### src/rtl/imsic_pkg.sv
// Shared field layout helpers for the IMSIC MSI record.
package imsic_pkg;

    localparam int unsigned SRC_LSB    = 0;
    localparam int unsigned M_FILE_IDX = 0;

    function automatic int unsigned file_lsb(input int unsigned nr_src_width);
        return nr_src_width;
    endfunction

    function automatic int unsigned hart_lsb(input int unsigned fifo_data_width,
                                             input int unsigned nr_harts_width);
        return fifo_data_width - nr_harts_width;
    endfunction

endpackage

### src/rtl/imsic_sync_edge.sv
// Multi-flop synchronizer for an asynchronous level, with a one-cycle pulse on its rising edge.
module imsic_sync_edge #(
    parameter int unsigned SYNC_STAGES = 2
) (
    input  logic clk,
    input  logic rstn,
    input  logic async_in,
    output logic rise
);

    logic [SYNC_STAGES-1:0] chain;
    logic                   sync;
    logic                   sync_d;

    assign sync = chain[SYNC_STAGES-1];

    // rise is taken from a flop so the push lands SYNC_STAGES+1 edges after the first sample
    always_ff @(posedge clk or negedge rstn) begin
        if (!rstn) begin
            chain  <= '0;
            sync_d <= 1'b0;
            rise   <= 1'b0;
        end else begin
            chain  <= {chain[SYNC_STAGES-2:0], async_in};
            sync_d <= sync;
            rise   <= sync & ~sync_d;
        end
    end

endmodule

### src/rtl/imsic_msi_rx.sv
// Hart-side MSI receiver: synchronizes level-held records, filters them and queues setip requests.
module imsic_msi_rx
    import imsic_pkg::*;
#(
    parameter int unsigned FIFO_DATA_WIDTH = 17,
    parameter int unsigned NR_SRC_WIDTH    = 5,
    parameter int unsigned INTP_FILE_WIDTH = 3,
    parameter int unsigned NR_HARTS_WIDTH  = 6,
    parameter int unsigned NR_INTP_FILES   = 7,
    parameter int unsigned SYNC_STAGES     = 2,
    parameter int unsigned QUEUE_DEPTH     = 2
) (
    input  logic                       clk,
    input  logic                       rstn,
    input  logic [NR_HARTS_WIDTH-1:0]  i_hart_id,
    input  logic [FIFO_DATA_WIDTH-1:0] i_msi_info,
    input  logic                       i_msi_info_vld,
    output logic                       o_setip_vld,
    output logic [INTP_FILE_WIDTH-1:0] o_setip_file,
    output logic [NR_SRC_WIDTH-1:0]    o_setip_num,
    input  logic                       i_setip_rdy,
    output logic                       o_drop,
    output logic [7:0]                 o_drop_cnt,
    input  logic                       i_cnt_clr
);

    localparam int unsigned AW         = $clog2(QUEUE_DEPTH);
    localparam int unsigned EW         = INTP_FILE_WIDTH + NR_SRC_WIDTH;
    localparam int unsigned FILE_LSB_P = file_lsb(NR_SRC_WIDTH);
    localparam int unsigned HART_LSB_P = hart_lsb(FIFO_DATA_WIDTH, NR_HARTS_WIDTH);

    logic                       rise;
    logic [NR_HARTS_WIDTH-1:0]  rec_hart;
    logic [INTP_FILE_WIDTH-1:0] rec_file;
    logic [NR_SRC_WIDTH-1:0]    rec_num;
    logic                       accepted;
    logic                       unused_info;

    logic [EW-1:0] q_mem [QUEUE_DEPTH];
    logic [AW:0]   wr_ptr;
    logic [AW:0]   rd_ptr;
    logic [EW-1:0] head;
    logic          full;
    logic          empty;
    logic          push;
    logic          pop;
    logic          drop;

    imsic_sync_edge #(.SYNC_STAGES(SYNC_STAGES)) u_sync_edge (
        .clk      (clk),
        .rstn     (rstn),
        .async_in (i_msi_info_vld),
        .rise     (rise)
    );

    // the record is stable by the rise cycle, so fields are read straight off the port
    assign rec_hart    = i_msi_info[HART_LSB_P +: NR_HARTS_WIDTH];
    assign rec_file    = i_msi_info[FILE_LSB_P +: INTP_FILE_WIDTH];
    assign rec_num     = i_msi_info[SRC_LSB +: NR_SRC_WIDTH];
    assign unused_info = ^i_msi_info;

    assign accepted = (rec_hart == i_hart_id)
                    && (32'(rec_file) < NR_INTP_FILES)
                    && (rec_num != '0);

    assign empty = (wr_ptr == rd_ptr);
    assign full  = (wr_ptr[AW] != rd_ptr[AW]) && (wr_ptr[AW-1:0] == rd_ptr[AW-1:0]);
    assign pop   = ~empty & i_setip_rdy;
    assign push  = rise & accepted & (~full | pop);
    assign drop  = rise & (~accepted | (full & ~pop));
    assign head  = q_mem[rd_ptr[AW-1:0]];

    assign o_setip_vld  = ~empty;
    assign o_setip_file = empty ? '0 : head[NR_SRC_WIDTH +: INTP_FILE_WIDTH];
    assign o_setip_num  = empty ? '0 : head[0 +: NR_SRC_WIDTH];

    always_ff @(posedge clk or negedge rstn) begin
        if (!rstn) begin
            wr_ptr     <= '0;
            rd_ptr     <= '0;
            q_mem      <= '{default: '0};
            o_drop     <= 1'b0;
            o_drop_cnt <= '0;
        end else begin
            if (push) begin
                q_mem[wr_ptr[AW-1:0]] <= {rec_file, rec_num};
                wr_ptr                <= wr_ptr + 1'b1;
            end
            if (pop) begin
                rd_ptr <= rd_ptr + 1'b1;
            end
            o_drop <= drop;
            if (i_cnt_clr) begin
                o_drop_cnt <= '0;
            end else if (drop && (o_drop_cnt != '1)) begin
                o_drop_cnt <= o_drop_cnt + 8'd1;
            end
        end
    end

endmodule

### config.mk
export PLATFORM = sky130hd
export DESIGN_NAME = imsic_msi_rx
export DESIGN_NICKNAME = d
export VERILOG_FILES = /design/src/rtl/imsic_pkg.sv /design/src/rtl/imsic_sync_edge.sv /design/src/rtl/imsic_msi_rx.sv
export SDC_FILE = /design/constraint.sdc
export NUM_CORES = 1
export LEC_CHECK = 0
export ABC_CLOCK_PERIOD_IN_PS = 1720
export CORE_ASPECT_RATIO = 0.9
export CORE_MARGIN = 2
export CORE_UTILIZATION = 44
export CTS_BUF_LIST = sky130_fd_sc_hd__clkbuf_8
export DETAILED_ROUTE_END_ITERATION = 6
export PLACE_DENSITY = 0.83
export SYNTH_ARGS = -nofsm -noshare
export SYNTH_HDL_FRONTEND = slang
export SYNTH_HIERARCHICAL = 1
export SYNTH_SLANG_ARGS = --single-unit
### constraint.sdc
create_clock -name clk -period 1.72 [get_ports clk]
set_input_delay 0.258 -clock clk [delete_from_list [all_inputs] [get_ports clk]]
set_output_delay 0.258 -clock clk [all_outputs]
set_load 0.01 [all_outputs]
==> out/results.tsv, run 1 <==
metric	value	unit
io_buffer_count	42	
crit_buf_inv	2	
rows	20	
setup_viol	24	
crit_chain	xnor2_2, nor3_2, nor4_2, buf_4, a211oi_4, buf_6, mux2i_1, nor2_1	
antenna_found_initial	0	
num_vias	1353	
fin_ws	-0.163	ns
synthAdderAreaFrac	0.00793	
fp.dieH	60.8	µm
max_freq	0.531	GHz
cts_made_buffers	5	
synth_top_family_by_area	multiplexers	
clk-insertion-delay-late	0.29	ns
grt_overflow	0	
synth.area.top_cells	dfrtp_1 52%, mux2_2 12%, mux2i_1 5.7%	
crit_fanout	8	
cp.arrival	2.06	ns
clock-sinks	33	
power_density	973	nW/µm²
drive_gt1_frac	0.417	
slew_headroom	0.719	
status	complete, but fails checks	
grt_usage	0.219	
synth_warnings	6	
peakVddDrop	0.557	mV
rsz0062_at_grt	true	
period_minus_slack	1.88	ns
fin_nets	234	
ys_types	30	
place_ws	-0.513	ns
synthSimpleGateAreaFrac	0.141	
fin_crit_sh	1.09	
worst_path_dominant_cell_family	flip-flops	
die_w	67.1	µm
synth_compound_area_frac	0.0523	
place_inst	235	
endpoint_kind	register	
cts_buffer_depth	2	
hpwl	2820	µm
cts_root_buf	clkbuf_8	
crit_type	register to register	
synth_top_area_frac	0.523	
crit_slowest_cell	dfrtp_1	
area_delta_synth_final	57.7	%
crit_required	1.89	ns
layout_commonest_cell	dfrtp_1	
critical-path-max-stage-delay	0.42	ns
grt_first_pass_wirelength	6430	µm
first_pass_iters	4	
grt_pass1_vias	1363	
grt_max_degree	34	
hold_violations	0	
fp.dieArea	4080	µm²
syn_avg_cell_area	11.7	µm²
fin_util	0.731	
yosysSeqAreaShare	0.523	
start_kind	register	
wire_per_inst	17.6	µm
drv_slew	0	
ant_nets	0	
power.leakage	1.15	nW
num_io_pins	46	
htreeDepth	2	
drt_iter0_markers	60	
syn_area	1580	µm²
max_cap_viol_count	0	
synthXorXnorAreaFrac	0.0722	
synthMuxAreaShare	0.178	
synth_seq_cells	33	
synth_top_cell_by_area	dfrtp_1	
layout_common_cells	33 x dfrtp_1, 32 x clkdlybuf4s50_1, 20 x buf_4	
wl	4390	µm
n_antenna_cell	0	
fin_cells	250	
start_util	0.464	
cts_tree	done	
syn_inst	135	
final.setup_skew	0.00447	ns
hold_path.class	primary input to asynchronous set/reset pin	
violations	setup timing	
worstMarginPinSlew	0.422	ns
drc	0	
coreArea	3400	µm²
gp_congestion	0.781	
cts.clk_slew.worst_paths	0.07	ns
synth_nets	164	
viasPerCell	5.41	
-- cells in the mapped netlist --
library cell,count
a211oi_1,2
a21bo_2,1
a21o_1,2
a21oi_1,5
a311oi_1,1
a31o_2,1
and2_1,2
and2_4,1
and3_1,3
buf_1,1
buf_2,1
clkbuf_1,2
dfrtp_1,33
ha_1,1
inv_1,6
mux2_2,17
mux2i_1,9
nand2_1,3
nand3_1,5
nand3_2,1
nand3b_1,1
nand3b_2,1
nand4_1,3
nor2_1,15
nor2b_1,1
nor2b_4,1
nor3_1,2
nor4_2,1
xnor2_1,9
xor2_1,4
-- registers in the layout, summed over array words and instances (netlist names) --
name                count
rd_ptr                  2
u_sync_edge/chain       2
o_drop_cnt              8
u_sync_edge/sync_d      1
q_mem                  16
wr_ptr                  2
u_sync_edge/rise        1
o_drop                  1
-- power breakdown --
group | total, mW | internal, mW | switching, mW | leakage, nW
clock network | 0.642 | 0.361 | 0.280 | 0.0542
logic | 0.872 | 0.468 | 0.404 | 0.657
registers | 0.908 | 0.844 | 0.0641 | 0.444
-- layout make-up --
class,instances,area [µm²]
clock inverter,1,5.00
sequential,33,826
multi-input combinational,94,888
timing repair buffer,65,596
fill,237,915
inverter,6,22.5
clock buffer,7,96.3
tap,44,55.1
-- cells by family (layout without fill, tap and decap cells) --
| group | count (synthesis) | after routing |
|---|---|---|
| AO/OA/AOI/OAI | 12 | 12 |
| XOR/XNOR | 13 | 13 |
| adder cells (fa/ha/maj) | 1 | 1 |
| buffers and inverters | 10 | 79 |
| flip-flops | 33 | 33 |
| multiplexers | 26 | 26 |
| AND/OR/NAND/NOR | 40 | 42 |
-- path summary, 6_finish.rpt --
path,end,slack [ns],startpoint,cells after the start
setup / recovery,o_drop_cnt[1]$_DFFE_PN0P_,-0.16,rd_ptr[1]$_DFFE_PN0P_,8
hold / removal,q_mem[15]$_DFFE_PN0P_,0.36,rstn,2
setup reg to reg,o_drop_cnt[1]$_DFFE_PN0P_,-0.16,rd_ptr[1]$_DFFE_PN0P_,8
hold reg to reg,u_sync_edge/chain[1]$_DFF_PN0_,0.36,u_sync_edge/chain[0]$_DFF_PN0_,0
max in group asynchronous,o_drop_cnt[1]$_DFFE_PN0P_,1.05,rstn,2
min in group clk,u_sync_edge/chain[1]$_DFF_PN0_,0.36,u_sync_edge/chain[0]$_DFF_PN0_,0
-- what timing repair did --
action                     4_1_cts  5_1_grt
pin swaps                        6       19
hold buffers                     0        0
gates cloned                     1        1
setup endpoints to repair       33       33
buffers inserted                 1        4
hold endpoints to repair         0        0
resized for setup               54       26
-- metrics by stage --
stage	area [µm²]	setup TNS [ns]	hold slack (ns)	total power [mW]
floorplan	1580	0	-0.0376	1.21
detailed placement	2170	-12.42	0.340	1.48
global placement	2170	-9.98	0.333	1.45
global route	2490	-4.36	0.364	2.51
CTS	2330	-1.84	0.355	2.17
finish	2490	-2.22	0.358	2.42
-- routing by layer --
| metal | GRT usage | routed length [µm] |
|---|---|---|
| met1 | 0.256 | 1740 |
| met2 | 0.393 | 2400 |
| met5 | 0 | 0 |
| met3 | 0.0482 | 183 |
| met4 | 0.0875 | 65 |
Power figures use the tool's default switching activity.
==> run 2: changes to the inputs <==
--- a/config.mk
+++ b/config.mk
@@ -6,9 +6,11 @@
 export NUM_CORES = 1
 export LEC_CHECK = 0
 export ABC_CLOCK_PERIOD_IN_PS = 1720
+export CELL_PAD_IN_SITES_DETAIL_PLACEMENT = 0
+export CELL_PAD_IN_SITES_GLOBAL_PLACEMENT = 1
 export CORE_ASPECT_RATIO = 0.9
 export CORE_MARGIN = 2
-export CORE_UTILIZATION = 44
+export CORE_UTILIZATION = 34
 export CTS_BUF_LIST = sky130_fd_sc_hd__clkbuf_8
 export DETAILED_ROUTE_END_ITERATION = 6
 export PLACE_DENSITY = 0.83
==> constraint.sdc (replaced) <==
create_clock -name clk -period 1.72 [get_ports clk]
set_input_delay 0.344 -clock clk [delete_from_list [all_inputs] [get_ports clk]]
set_output_delay 0.344 -clock clk [all_outputs]
set_load 0.01 [all_outputs]
==> run 2 against run 1 <==
Compared with the run above: combinational power shrank 9.4%; critical path depth shrank 3; setup slack gained 0.024 ns; the flow still finishes with violations (setup timing).
==> out/results.tsv, run 2 (synthesis gave the netlist of run 1 again) <==
metric	value	unit	change
area_delta_synth_final	54.2	%	was 57.7%
htreeDepth	2		unchanged
max_freq	0.538	GHz	was 0.531 GHz
fin_nets	237		was 234
crit_slowest_cell	dfrtp_1		unchanged
largestRegisters	q_mem: 16 flops, o_drop_cnt: 8 flops		unchanged
r2r-start	wr_ptr[0]$_DFFE_PN0N_		was rd_ptr[1]$_DFFE_PN0P_
peakVddDrop	0.526	mV	was 0.557 mV
largest_register_ff_count	16		unchanged
fin_crit_sh	1.08		was 1.09
cts_made_buffers	5		unchanged
coreArea	4460	µm²	was 3400 µm²
crit_fanout	7		was 8
antenna_found_initial	0		unchanged
top_register	q_mem		unchanged
fin_area	2430	µm²	was 2490 µm²
status	complete, but fails checks		unchanged
die_w	75.8	µm	was 67.1 µm
wl	3620	µm	was 4390 µm
rsz0062_at_grt	true		unchanged
start_util	0.354		was 0.464
worstMarginPinSlew	0.413	ns	was 0.422 ns
wire_per_inst	13.4	µm	was 17.6 µm
fp.dieArea	5200	µm²	was 4080 µm²
start_kind	register		unchanged
crit_chain	xnor2_2, and2_4, buf_6, nor2_1, buf_2		was xnor2_2, nor3_2, nor4_2, buf_4, a211oi_4, buf_6, mux2i_1, nor2_1
clk-insertion-delay-late	0.28	ns	was 0.29 ns
total_power	2.20	mW	was 2.42 mW
reg2reg_setup_slack	-0.12	ns	was -0.16 ns
critical-path-max-stage-delay	0.41	ns	was 0.42 ns
viasPerCell	4.70		was 5.41
endpoint_kind	primary output		was register
layout_commonest_cell	dfrtp_1		unchanged
drt_iter0_markers	55		was 60
fin_cells	271		was 250
whs	0.353	ns	was 0.358 ns
use_met1	0.185		was 0.256
setup_viol	32		was 24
ant_nets	0		unchanged
num_io_pins	46		unchanged
cts.clk_slew.worst_paths	0.06	ns	was 0.07 ns
hpwl	2520	µm	was 2820 µm
num_vias	1275		was 1353
grt_usage	0.149		was 0.219
max_cap_viol_count	0		unchanged
io_buffer_count	42		unchanged
hp-start	u_sync_edge/chain[0]$_DFF_PN0_		
grt_max_degree	34		unchanged
fin_util	0.546		was 0.731
crit_type	register to primary output		was register to register
hold_path.class	register to register		was primary input to asynchronous set/reset pin
gp_congestion	0.774		was 0.781
reg2reg_depth	7		was 8
clock-sinks	33		unchanged
grt_overflow	0		unchanged
cts_root_buf	clkbuf_8		unchanged
hold_end	u_sync_edge/chain[1]$_DFF_PN0_		
slew_headroom	0.724		was 0.719
grt_pass1_vias	1276		was 1363
rows	23		was 20
n_antenna_cell	0		unchanged
grt_first_pass_wirelength	5640	µm	was 6430 µm
cts_hold_buf	0		unchanged
first_pass_iters	4		unchanged
power.leakage	1.18	nW	was 1.15 nW
top_usage_layer	met2		unchanged
placed_area	2210	µm²	was 2170 µm²
drc	0		unchanged
drv_slew	0		unchanged
crit_required	1.38	ns	was 1.89 ns
cp.arrival	1.51	ns	was 2.06 ns
fin_ws	-0.139	ns	was -0.163 ns
worst_r2r_endpoint	q_mem[9]$_DFFE_PN0P_		was o_drop_cnt[1]$_DFFE_PN0P_
cts_tree	done		unchanged
gr-usage-met2	0.235		was 0.393
cts_buffer_depth	2		unchanged
holdPathStages	0		
use_met3	0.0523		was 0.0482
violations	setup timing		unchanged
hold_violations	0		unchanged
fp.dieH	68.6	µm	was 60.8 µm
layout_common_cells	33 x dfrtp_1, 29 x clkdlybuf4s50_1, 25 x buf_4		was 33 x dfrtp_1, 32 x clkdlybuf4s50_1, 20 x buf_4
final.setup_skew	0.00365	ns	was 0.00447 ns
period_minus_slack	1.86	ns	was 1.88 ns
power_density	905	nW/µm²	was 973 nW/µm²
place_inst	255		was 235
drive_gt1_frac	0.392		was 0.417
[run 2: changes by cell type in the layout (fill, tap and decap cells not counted), sizes merged]
cell,before,now
dlygate4sd2,0,4
clkdlybuf4s50,32,29
clkbuf,7,5
clkinv,1,0
and2,4,3
buf,32,36
dlymetal6s2s,1,0
inv,6,9
[run 2: worst max-delay path by stage]
stage	from	end	slack, ns	depth (start not counted)
global placement	i_hart_id[0]	q_mem[7]$_DFFE_PN0P_	-0.54	6
CTS	wr_ptr[0]$_DFFE_PN0N_	o_drop_cnt[5]$_DFFE_PN0P_	-0.16	8
floorplan	wr_ptr[0]$_DFFE_PN0N_	q_mem[0]$_DFFE_PN0P_	0.04	6
finish	wr_ptr[1]$_DFFE_PN0N_	o_setip_file[0]	-0.14	5
detailed placement	i_hart_id[0]	q_mem[7]$_DFFE_PN0P_	-0.57	6
global route	wr_ptr[0]$_DFFE_PN0N_	q_mem[4]$_DFFE_PN0P_	-0.23	7
[run 2: repair_timing]
item | 4_1_cts | 5_1_grt
pin swaps | 7 | 6
resized for setup | 52 | 17
endpoints found under the setup margin | 34 | 35
setup buffers | 2 | 5
gates cloned | 0 | 1
[run 2: final cells by class]
class / count / area (µm²)
well taps: 62 / 77.6
clock inverters: 3 / 11.3
multi-input cells: 93 / 832
inverters: 6 / 25.0
clock buffers: 5 / 68.8
repair buffers: 69 / 593
fillers: 381 / 2030
flip-flops and latches: 33 / 826
[run 2: critical path, delay by kind of cell, from the launching register on]
kind,cells,cell delay (ns)
xor gates and xnor gates,1,0.25
buffers and inverters,2,0.26
DFF,1,0.41
and+or+nand+nor,2,0.31
[run 2: per-stage QoR]
stage | setup slack [ns] | setup TNS [ns]
floorplan | 0.0394 | 0
global placement | -0.542 | -13.85
detailed placement | -0.566 | -14.77
CTS | -0.160 | -3.34
global route | -0.233 | -6.45
finish | -0.139 | -2.89
[run 2: metal layers]
metal	part of all wire	vias up	routed length (µm)
li1	-	613	-
met1	0.43	624	1570
met2	0.49	32	1790
met3	0.057	6	206
met4	0.015	0	55
met5	0	-	0
[run 2: power breakdown]
| group | switching (mW) | internal [mW] | total [mW] |
|---|---|---|---|
| Combinational | 0.355 | 0.435 | 0.790 |
| Sequential | 0.0449 | 0.845 | 0.890 |
| Clock | 0.253 | 0.269 | 0.522 |
